<file path="src/rtl/cpu_control_fsm.sv">
`default_nettype none
// ============================================================================
//  Module      : cpu_control_fsm
//  Description : Multi-cycle fetch/decode/execute control unit with a
//                4-entry register file, Z/C flag ALU, conditional jumps,
//                HALT and a req/ready single-port memory interface.
//  Revision    : 1.0 - initial release
// ============================================================================
module cpu_control_fsm #(
    parameter int DATA_W   = 8,
    parameter int ADDR_W   = 8,
    parameter int RESET_PC = 0
) (
    input  logic              clk,
    input  logic              reset,
    output logic              mem_req,
    output logic              mem_we,
    output logic [ADDR_W-1:0] mem_addr,
    output logic [DATA_W-1:0] mem_wdata,
    input  logic              mem_ready,
    input  logic [DATA_W-1:0] mem_rdata,
    output logic              halted,
    output logic              illegal_op,
    output logic              flag_z,
    output logic              flag_c,
    output logic [ADDR_W-1:0] pc_out,
    input  logic [1:0]        dbg_sel,
    output logic [DATA_W-1:0] dbg_data
);

    typedef enum logic [2:0] {
        ST_FETCH  = 3'd0,
        ST_DECODE = 3'd1,
        ST_IMM    = 3'd2,
        ST_MEM    = 3'd3,
        ST_HALT   = 3'd4
    } state_t;

    // ALU operation field (ir[4:2] when ir[7]=1)
    localparam logic [2:0] C_ALU_ADD = 3'b000;
    localparam logic [2:0] C_ALU_SUB = 3'b001;
    localparam logic [2:0] C_ALU_AND = 3'b010;
    localparam logic [2:0] C_ALU_OR  = 3'b011;
    localparam logic [2:0] C_ALU_XOR = 3'b100;
    localparam logic [2:0] C_ALU_SHL = 3'b101;
    localparam logic [2:0] C_ALU_SHR = 3'b110;
    localparam logic [2:0] C_ALU_CMP = 3'b111;

    // Non-ALU class field (ir[6:4] when ir[7]=0)
    localparam logic [2:0] C_CLS_SYS = 3'b000;
    localparam logic [2:0] C_CLS_MOV = 3'b001;
    localparam logic [2:0] C_CLS_LDI = 3'b010;
    localparam logic [2:0] C_CLS_LD  = 3'b011;
    localparam logic [2:0] C_CLS_ST  = 3'b100;
    localparam logic [2:0] C_CLS_JMP = 3'b101;

    state_t              state_q, state_d;
    logic [ADDR_W-1:0]   pc_q, pc_d;
    logic [7:0]          ir_q, ir_d;
    logic [DATA_W-1:0]   regs_q [4];
    logic [DATA_W-1:0]   regs_d [4];
    logic                z_q, z_d;
    logic                c_q, c_d;

    // Instruction fields
    logic [1:0] w_dd, w_ss, w_xx, w_yy;
    logic [2:0] w_aop, w_cls;
    assign w_dd  = ir_q[1:0];
    assign w_ss  = ir_q[6:5];
    assign w_aop = ir_q[4:2];
    assign w_cls = ir_q[6:4];
    assign w_xx  = ir_q[3:2];
    assign w_yy  = ir_q[1:0];

    // Register and immediate values viewed as memory addresses: truncate
    // when the address is narrower than a word, zero-extend otherwise.
    logic [ADDR_W-1:0] w_reg_addr [4];
    logic [ADDR_W-1:0] w_imm_addr;
    generate
        if (ADDR_W <= DATA_W) begin : g_addr_trunc
            for (genvar gi = 0; gi < 4; gi++) begin : g_reg
                assign w_reg_addr[gi] = regs_q[gi][ADDR_W-1:0];
            end
            assign w_imm_addr = mem_rdata[ADDR_W-1:0];
        end else begin : g_addr_zext
            for (genvar gi = 0; gi < 4; gi++) begin : g_reg
                assign w_reg_addr[gi] = {{(ADDR_W-DATA_W){1'b0}}, regs_q[gi]};
            end
            assign w_imm_addr = {{(ADDR_W-DATA_W){1'b0}}, mem_rdata};
        end
    endgenerate

    // ALU: r[dd] op r[ss] with carry/borrow out of an extra MSB
    logic [DATA_W-1:0] w_op_a, w_op_b, w_alu_res;
    logic [DATA_W:0]   w_sum, w_diff;
    logic              w_alu_c;
    always_comb begin
        w_op_a    = regs_q[w_dd];
        w_op_b    = regs_q[w_ss];
        w_sum     = {1'b0, w_op_a} + {1'b0, w_op_b};
        w_diff    = {1'b0, w_op_a} - {1'b0, w_op_b};
        w_alu_res = '0;
        w_alu_c   = 1'b0;
        case (w_aop)
            C_ALU_ADD: begin
                w_alu_res = w_sum[DATA_W-1:0];
                w_alu_c   = w_sum[DATA_W];
            end
            C_ALU_SUB, C_ALU_CMP: begin
                w_alu_res = w_diff[DATA_W-1:0];
                w_alu_c   = w_diff[DATA_W];
            end
            C_ALU_AND: w_alu_res = w_op_a & w_op_b;
            C_ALU_OR:  w_alu_res = w_op_a | w_op_b;
            C_ALU_XOR: w_alu_res = w_op_a ^ w_op_b;
            C_ALU_SHL: begin
                w_alu_res = {w_op_a[DATA_W-2:0], 1'b0};
                w_alu_c   = w_op_a[DATA_W-1];
            end
            C_ALU_SHR: begin
                w_alu_res = {1'b0, w_op_a[DATA_W-1:1]};
                w_alu_c   = w_op_a[0];
            end
            default: ;
        endcase
    end

    // Jump condition selected by yy
    logic w_jmp_take;
    always_comb begin
        w_jmp_take = 1'b0;
        case (w_yy)
            2'b00:   w_jmp_take = 1'b1;
            2'b01:   w_jmp_take = z_q;
            2'b10:   w_jmp_take = ~z_q;
            default: w_jmp_take = c_q;
        endcase
    end

    // Next-state, datapath updates and memory/status outputs
    always_comb begin
        state_d    = state_q;
        pc_d       = pc_q;
        ir_d       = ir_q;
        regs_d     = regs_q;
        z_d        = z_q;
        c_d        = c_q;
        mem_req    = 1'b0;
        mem_we     = 1'b0;
        mem_addr   = '0;
        mem_wdata  = '0;
        halted     = 1'b0;
        illegal_op = 1'b0;

        case (state_q)
            ST_FETCH: begin
                mem_req  = 1'b1;
                mem_addr = pc_q;
                if (mem_ready) begin
                    ir_d    = mem_rdata[7:0];
                    pc_d    = pc_q + ADDR_W'(1);
                    state_d = ST_DECODE;
                end
            end
            ST_DECODE: begin
                state_d = ST_FETCH;
                if (ir_q[7]) begin
                    if (w_aop != C_ALU_CMP) begin
                        regs_d[w_dd] = w_alu_res;
                    end
                    z_d = (w_alu_res == '0);
                    c_d = w_alu_c;
                end else begin
                    case (w_cls)
                        C_CLS_SYS: if (w_yy == 2'b01) state_d = ST_HALT;
                        C_CLS_MOV: regs_d[w_xx] = regs_q[w_yy];
                        C_CLS_LDI, C_CLS_JMP: state_d = ST_IMM;
                        C_CLS_LD, C_CLS_ST:   state_d = ST_MEM;
                        default: illegal_op = 1'b1;
                    endcase
                end
            end
            ST_IMM: begin
                mem_req  = 1'b1;
                mem_addr = pc_q;
                if (mem_ready) begin
                    pc_d    = pc_q + ADDR_W'(1);
                    state_d = ST_FETCH;
                    if (w_cls == C_CLS_LDI) begin
                        regs_d[w_xx] = mem_rdata;
                    end else if (w_jmp_take) begin
                        pc_d = w_imm_addr;
                    end
                end
            end
            ST_MEM: begin
                mem_req = 1'b1;
                if (w_cls == C_CLS_LD) begin
                    mem_addr = w_reg_addr[w_yy];
                end else begin
                    mem_we    = 1'b1;
                    mem_addr  = w_reg_addr[w_xx];
                    mem_wdata = regs_q[w_yy];
                end
                if (mem_ready) begin
                    state_d = ST_FETCH;
                    if (w_cls == C_CLS_LD) begin
                        regs_d[w_xx] = mem_rdata;
                    end
                end
            end
            ST_HALT: halted = 1'b1;
            default: state_d = ST_FETCH;
        endcase

        // While reset is held every output sits at its idle value, so the
        // memory sees no request until the first cycle out of reset.
        if (!reset) begin
            mem_req    = 1'b0;
            mem_we     = 1'b0;
            mem_addr   = '0;
            mem_wdata  = '0;
            halted     = 1'b0;
            illegal_op = 1'b0;
        end
    end

    // State, PC, IR, register file and flag registers
    always_ff @(posedge clk) begin
        if (!reset) begin
            state_q <= ST_FETCH;
            pc_q    <= ADDR_W'(RESET_PC);
            ir_q    <= '0;
            z_q     <= 1'b0;
            c_q     <= 1'b0;
            for (int i = 0; i < 4; i++) begin
                regs_q[i] <= '0;
            end
        end else begin
            state_q <= state_d;
            pc_q    <= pc_d;
            ir_q    <= ir_d;
            z_q     <= z_d;
            c_q     <= c_d;
            for (int i = 0; i < 4; i++) begin
                regs_q[i] <= regs_d[i];
            end
        end
    end

    assign flag_z   = z_q;
    assign flag_c   = c_q;
    assign pc_out   = pc_q;
    assign dbg_data = regs_q[dbg_sel];

endmodule
`default_nettype wire

</file>
<file path="config.mk">
export PLATFORM = sky130hd
export DESIGN_NAME = cpu_control_fsm
export DESIGN_NICKNAME = d
export VERILOG_FILES = /design/src/rtl/cpu_control_fsm.sv
export SDC_FILE = /design/constraint.sdc
export NUM_CORES = 1
export LEC_CHECK = 0
export CORE_UTILIZATION = 55
export DETAILED_ROUTE_END_ITERATION = 8
export PLACE_DENSITY = 0.77
export RECOVER_POWER = 25
export SLEW_MARGIN = 25
export SYNTH_ARGS = -nofsm -noshare
export SYNTH_HDL_FRONTEND = slang
export SYNTH_SLANG_ARGS = --single-unit
</file>
<file path="constraint.sdc">
create_clock -name clk -period 5.1 [get_ports clk]
set_input_delay 1.275 -clock clk [delete_from_list [all_inputs] [get_ports clk]]
set_output_delay 1.275 -clock clk [all_outputs]
set_load 0.03 [all_outputs]
</file>
## Word level (Yosys, flattened, before mapping)

Index checks and enable logic that the tools add are counted.

| storage, ports and cells | value |
|---|---|
| flip-flop bits (word level) | 53 |
| input bits | 13 |
| output and inout port bits | 38 |
| word-level logic and storage cells | 133 |

| operators by class | value |
|---|---|
| add/subtract/negate cells | 3 |
| order comparisons | 6 |
| equality and inequality tests | 27 |
| muxes and demuxes | 58 |
| bitwise logic cells | 9 |
| reduce and logical (&&, ||, !) cells | 21 |

Operators with widths:

| operator | count |
|---|---|
| $mux W32 | 7 |
| $mux W8 | 19 |
| $bwmux W32 | 3 |
| $pmux W32 S3 | 1 |
| $bmux W8 S2 | 4 |
| $pmux W8 S7 | 1 |
| $demux W8 S2 | 2 |
| $pmux W8 S2 | 2 |
| $eq A3 B3 Y1 const B | 7 |
| $eq A3 B2 Y1 const B | 6 |
| $ge A3 B3 Y1 const B | 4 |
| $mux W3 | 4 |
| $not A2 Y3 | 4 |
| $pmux W3 S4 | 1 |
| $mux W1 | 11 |
| $ne A2 B2 Y1 const B | 5 |
| $reduce_or A2 Y1 | 5 |
| $add A8 B8 Y9 | 1 |
| $eq A3 B1 Y1 const B | 3 |
| $logic_not A3 Y1 | 3 |
| $pmux W3 S3 | 1 |
| $sub A8 B8 Y9 | 1 |
| $add A8 B1 Y8 const B | 1 |
| $and A8 B8 Y8 | 1 |
| other kinds (21) | 27 |

## Longest topological paths before layout

| depth | value |
|---|---|
| word-level depth | 10 |
| depth in mapped cells | 14 |
| depth with buffers taken out | 13 |

## Worst setup path after synthesis

Ideal clock, no wire load.

| path | value |
|---|---|
| path kind | input to output |
| from | input port reset |
| to | output port mem_addr[4] |
| data arrival time | 2.529 ns |
| data required time | 3.825 ns |
| setup slack | 1.296 ns |
| stages on the path | 3 |
| buffers on the path | 2 |
| cell sequence | clkbuf_1 -> clkbuf_1 -> a21boi_0 |

| between the ends | value |
|---|---|
| cells in the longest elaborated chain, start to end | 1 |

Ends and longest elaborated chain:

| element | RTL line | source |
|---|---|---|
| start, declared | 15 | `input logic reset,` |
| $mux W8 | 218 | `if (!reset) begin` |
| end, declared | 18 | `output logic [ADDR_W-1:0] mem_addr,` |

No other way between the ends.

## Worst setup path in the final report

| path | value |
|---|---|
| from | input port dbg_sel[0] |
| to | output port dbg_data[7] |

| between the ends | value |
|---|---|
| cells in the longest elaborated chain, start to end | 4 |

Ends and longest elaborated chain:

| element | RTL line | source |
|---|---|---|
| start, declared | 27 | `input logic [1:0] dbg_sel,` |
| $not A2 Y3 (not written as such) | 254 | `assign dbg_data = regs_q[dbg_sel];` |
| $bmux W8 S2 | 254 |  |
| $mux W8 (not written as such) (2 in a row) | 254 |  |
| end, declared | 28 | `output logic [DATA_W-1:0] dbg_data` |

No other way between the ends. The select of a mux whose other input is x is not followed.

==> impl_metrics.toml <==
[setup_path]
cp_slowest_cell = "clkdlybuf4s50_1"
cp.required_ns = 3.83
timing.critical_path.cells = "clkdlybuf4s50_1 -> mux4_2 -> clkdlybuf4s50_1"
ff2ff_setup_slack_ns = 1.00
cpLargestDelayFamily = "buffers and inverters"
worstPathArrival_ns = 3.29
worst-path-max-fanout = 6
critPathBufInv = 2
worstSetupPathDepth = 3
critical_path.endpoint = "dbg_data[7]"
worstSetupPathType = "in2out"
critical-path-top-cell-by-count = "clkdlybuf4s50_1"
r2r_end = "regs_q[31]$_SDFFE_PN0P_"
critical_path.max_stage_delay_ns = 0.80
timing.critical_path.from_type = "input pin"
first_element_of_the_critical_path = "dbg_sel[0]"
worst-r2r-cell-count = 11
reg2reg_from = "ir_q[0]$_SDFFE_PN0P_"
worst_setup_path_end_kind = "output pin"

[pwr]
seq_power_share_pct = 39.9
power_per_cell_area_nw_per_um2 = 186.4
total_leakage_power_nw = 2.127
power_switching_share_pct = 36.98
vdd.ir_drop.worst_uv = 144.2
switching_power_mw = 0.4233
p_comb_share_pct = 32.3
p_int_mw = 0.7213
clkPwrFrac_pct = 27.8

[cts]
post_cts_resize_count = 0
clkTransAtPathRegs_ns = 0.11
library_cell_used_as_clock_root_buffer = "clkbuf_8"
cts_made_buffers = 5
cts_max_level = 2
tritoncts = "done"
post_cts.repair.setup_buffers = 0
cts.sink_count = 53
post_cts_hold_buffer_count = 0
insertion_delay_ns = 0.32
clk_path_buf_depth = 2

[grt]
global_route.usage.met3_pct = 7.729
grt_max_degree = 41
grt_use_total_pct = 38.54
grt_pass1_wl_um = 30100
antenna_found_initial = 0
globalRoute.totalOverflow = 0
use_met1_pct = 51.72
grt_most_used_layer = "met2"
via_count_of_the_first_global_routing_pass = 5535
global_route.usage.met2_pct = 60.07

[synth]
average_cell_area_after_synthesis_um2 = 7.716
syn-num-nets = 742
cells_after_synth = 702
ys_async_sr_fraction_pct = 0
synthFlopType = "dfxtp_1"
synth_sequential_area_ratio_pct = 19.59
post_synth_instance_area_um2 = 5416
synth_edf_count = 0
count_of_warnings_emitted_by_yosys = 0
yosysUniqueCellTypes = 65
synth_seq_cells = 53

[timing]
finalHoldViolCount = 0
grt_setup_unrepaired = "no"
tightest_slew_ns = 0.8957
max_clock_freq_mhz = 219.3
setup_tns_ns = 0
finalMaxSlewViolations = 0
max_slew_margin_pct = 39.83
min_period_over_period_pct = 89.43
final_period_minus_worst_setup_slack_ns = 4.561
finalHoldWorstSlack_ns = 0.5295
worst_clock_skew_ns = 0.01063
final-setup-viol-count = 0

[route]
routed_wire_length_per_instance_um = 22.45
final_antenna_net_count = 0
dr_total_vias = 5973
drt_wl_total_um = 19200
drt_pass1_iterations = 6
drt-initial-drc-count = 747
avgViaCountPerCell = 6.986
drt_drc_violations_left = 0

[die]
start_util_pct = 57.80
io-pin-count = 51
die-height_um = 101.2
row_count = 35
fp.dieArea_um2 = 10250
placeableCoreArea_um2 = 9371
chipWidth_um = 101.2

[place]
detailed_place_hpwl_um = 13990
port_buffers = 50
placement.cell_area_um2 = 6027
gp_congestion = 0.9990

[hold_path]
worstHoldPathType = "reg2reg"
min_from = "regs_q[18]$_SDFFE_PN0P_"
worst_hold_path.num_cells = 2

[final_layout]
layout.cell_area.non_filler_um2 = 6142
layout_common_cells = "103 x nand2_1, 58 x nor2_1, 52 x dfxtp_1"
final.fill_count = 861
final_common_cell = "nand2_1"
final_nets = 765
layout_cell_share_with_drive_strength_beyond_1_pct = 10.74
antenna_cells = 0
area_growth_pct = 13.40

[run_status]
outcome = "completed"

[run]
max_cap_violations = 0
-- worst min path at each step --
stage | to | slack, ns
final | regs_q[18]$_SDFFE_PN0P_ | 0.53
after floorplan | regs_q[15]$_SDFFE_PN0P_ | 0.47
after global routing | regs_q[26]$_SDFFE_PN0P_ | 0.56
after CTS | regs_q[16]$_SDFFE_PN0P_ | 0.53
after global placement | regs_q[18]$_SDFFE_PN0P_ | 0.49
after detailed placement | regs_q[16]$_SDFFE_PN0P_ | 0.51
-- cells by family (layout without fill, tap and decap cells) --
| logic type | after synthesis | count (layout) | share of synthesized area (%) |
|---|---|---|---|
| and+or+nand+nor | 268 | 268 | 23.40 |
| AOI/OAI and AO/OA | 223 | 223 | 28.55 |
| buffers and inverters | 85 | 109 | 6.214 |
| DFF | 53 | 53 | 19.59 |
| muxes | 43 | 43 | 15.25 |
| adders and majority gates | 27 | 27 | 6.514 |
| xor gates and xnor gates | 3 | 3 | 0.4852 |
-- cells in the mapped netlist, types with 4 or more instances --
master	instances	area [µm²]
ha_1	25	312.8
buf_1	6	22.52
a21oi_1	48	240.2
o22ai_1	8	50.05
buf_2	8	40.04
o221ai_1	6	52.55
a21boi_0	19	142.6
nand2b_1	14	87.58
clkbuf_1	42	157.7
o2bb2ai_1	6	52.55
nor3_1	21	105.1
mux4_2	31	698.2
a221oi_1	21	183.9
and3_1	5	31.28
a221o_1	4	40.04
dfxtp_1	53	1061
nor3b_1	4	30.03
inv_1	26	97.59
a22oi_1	17	127.6
mux2_2	6	67.56
a41o_1	4	40.04
and2_1	13	81.33
a31oi_1	7	43.79
mux2i_1	6	60.06
nor2b_1	19	118.9
nand2_1	103	386.6
nor2_1	59	221.5
o211ai_1	21	157.7
nand3_1	10	50.05
o21ai_0	32	160.2
-- power by group through the flow --
stage | logic, mW | registers, mW | clock network, mW
after global placement | 0.353 | 0.464 | 0
final | 0.370 | 0.456 | 0.318
after floorplan | 0.255 | 0.448 | 0
after global routing | 0.396 | 0.459 | 0.331
after CTS | 0.361 | 0.456 | 0.313
after detailed placement | 0.360 | 0.465 | 0
-- layer usage --
layer / vias to the layer above / part of all wire (%)
met5: - / 0
met4: 0 / 4.2
met3: 77 / 12
met2: 424 / 46
met1: 2816 / 39
li1: 2656 / -
-- registers in the layout, summed over array words and instances, names as in the netlist --
name	cells
flag_c	1
pc_out	8
regs_q	32
state_q	3
flag_z	1
ir_q	8
-- worst reg2reg max path, cell delays in order (launching register included) --
cell	delay (ns)
dfxtp_1	0.82
clkbuf_1	0.40
mux4_2	0.70
inv_1	0.14
ha_1	0.25
inv_1	0.12
a221oi_1	0.13
or4_1	0.56
and2_1	0.19
o2bb2a_1	0.32
o21ai_0	0.15
a41o_1	0.23
-- stage by stage --
step / setup slack [ns] / std cells / util [%] / power [mW]
after floorplan: 1.296 / 702 / - / 0.7028
after global placement: 0.5361 / 847 / 64.29 / 0.8174
after detailed placement: 0.5274 / 847 / 64.31 / 0.8252
after CTS: 0.5245 / 855 / 65.55 / 1.129
after global routing: 0.4668 / 855 / 65.54 / 1.186
final: 0.5392 / 855 / 65.54 / 1.145
-- area by class of cell --
cell class | instances | area, µm² | area share, %
clock buffer | 7 | 86.33 | 1.406
tap | 129 | 161.4 | 2.628
multi-input combinational | 564 | 4036 | 65.72
clock inverter | 1 | 30.03 | 0.4889
inverter | 28 | 105.1 | 1.711
sequential | 53 | 1062 | 17.29
timing repair buffer | 73 | 660.6 | 10.76
No activity file was read; power rests on OpenSTA's default activity.
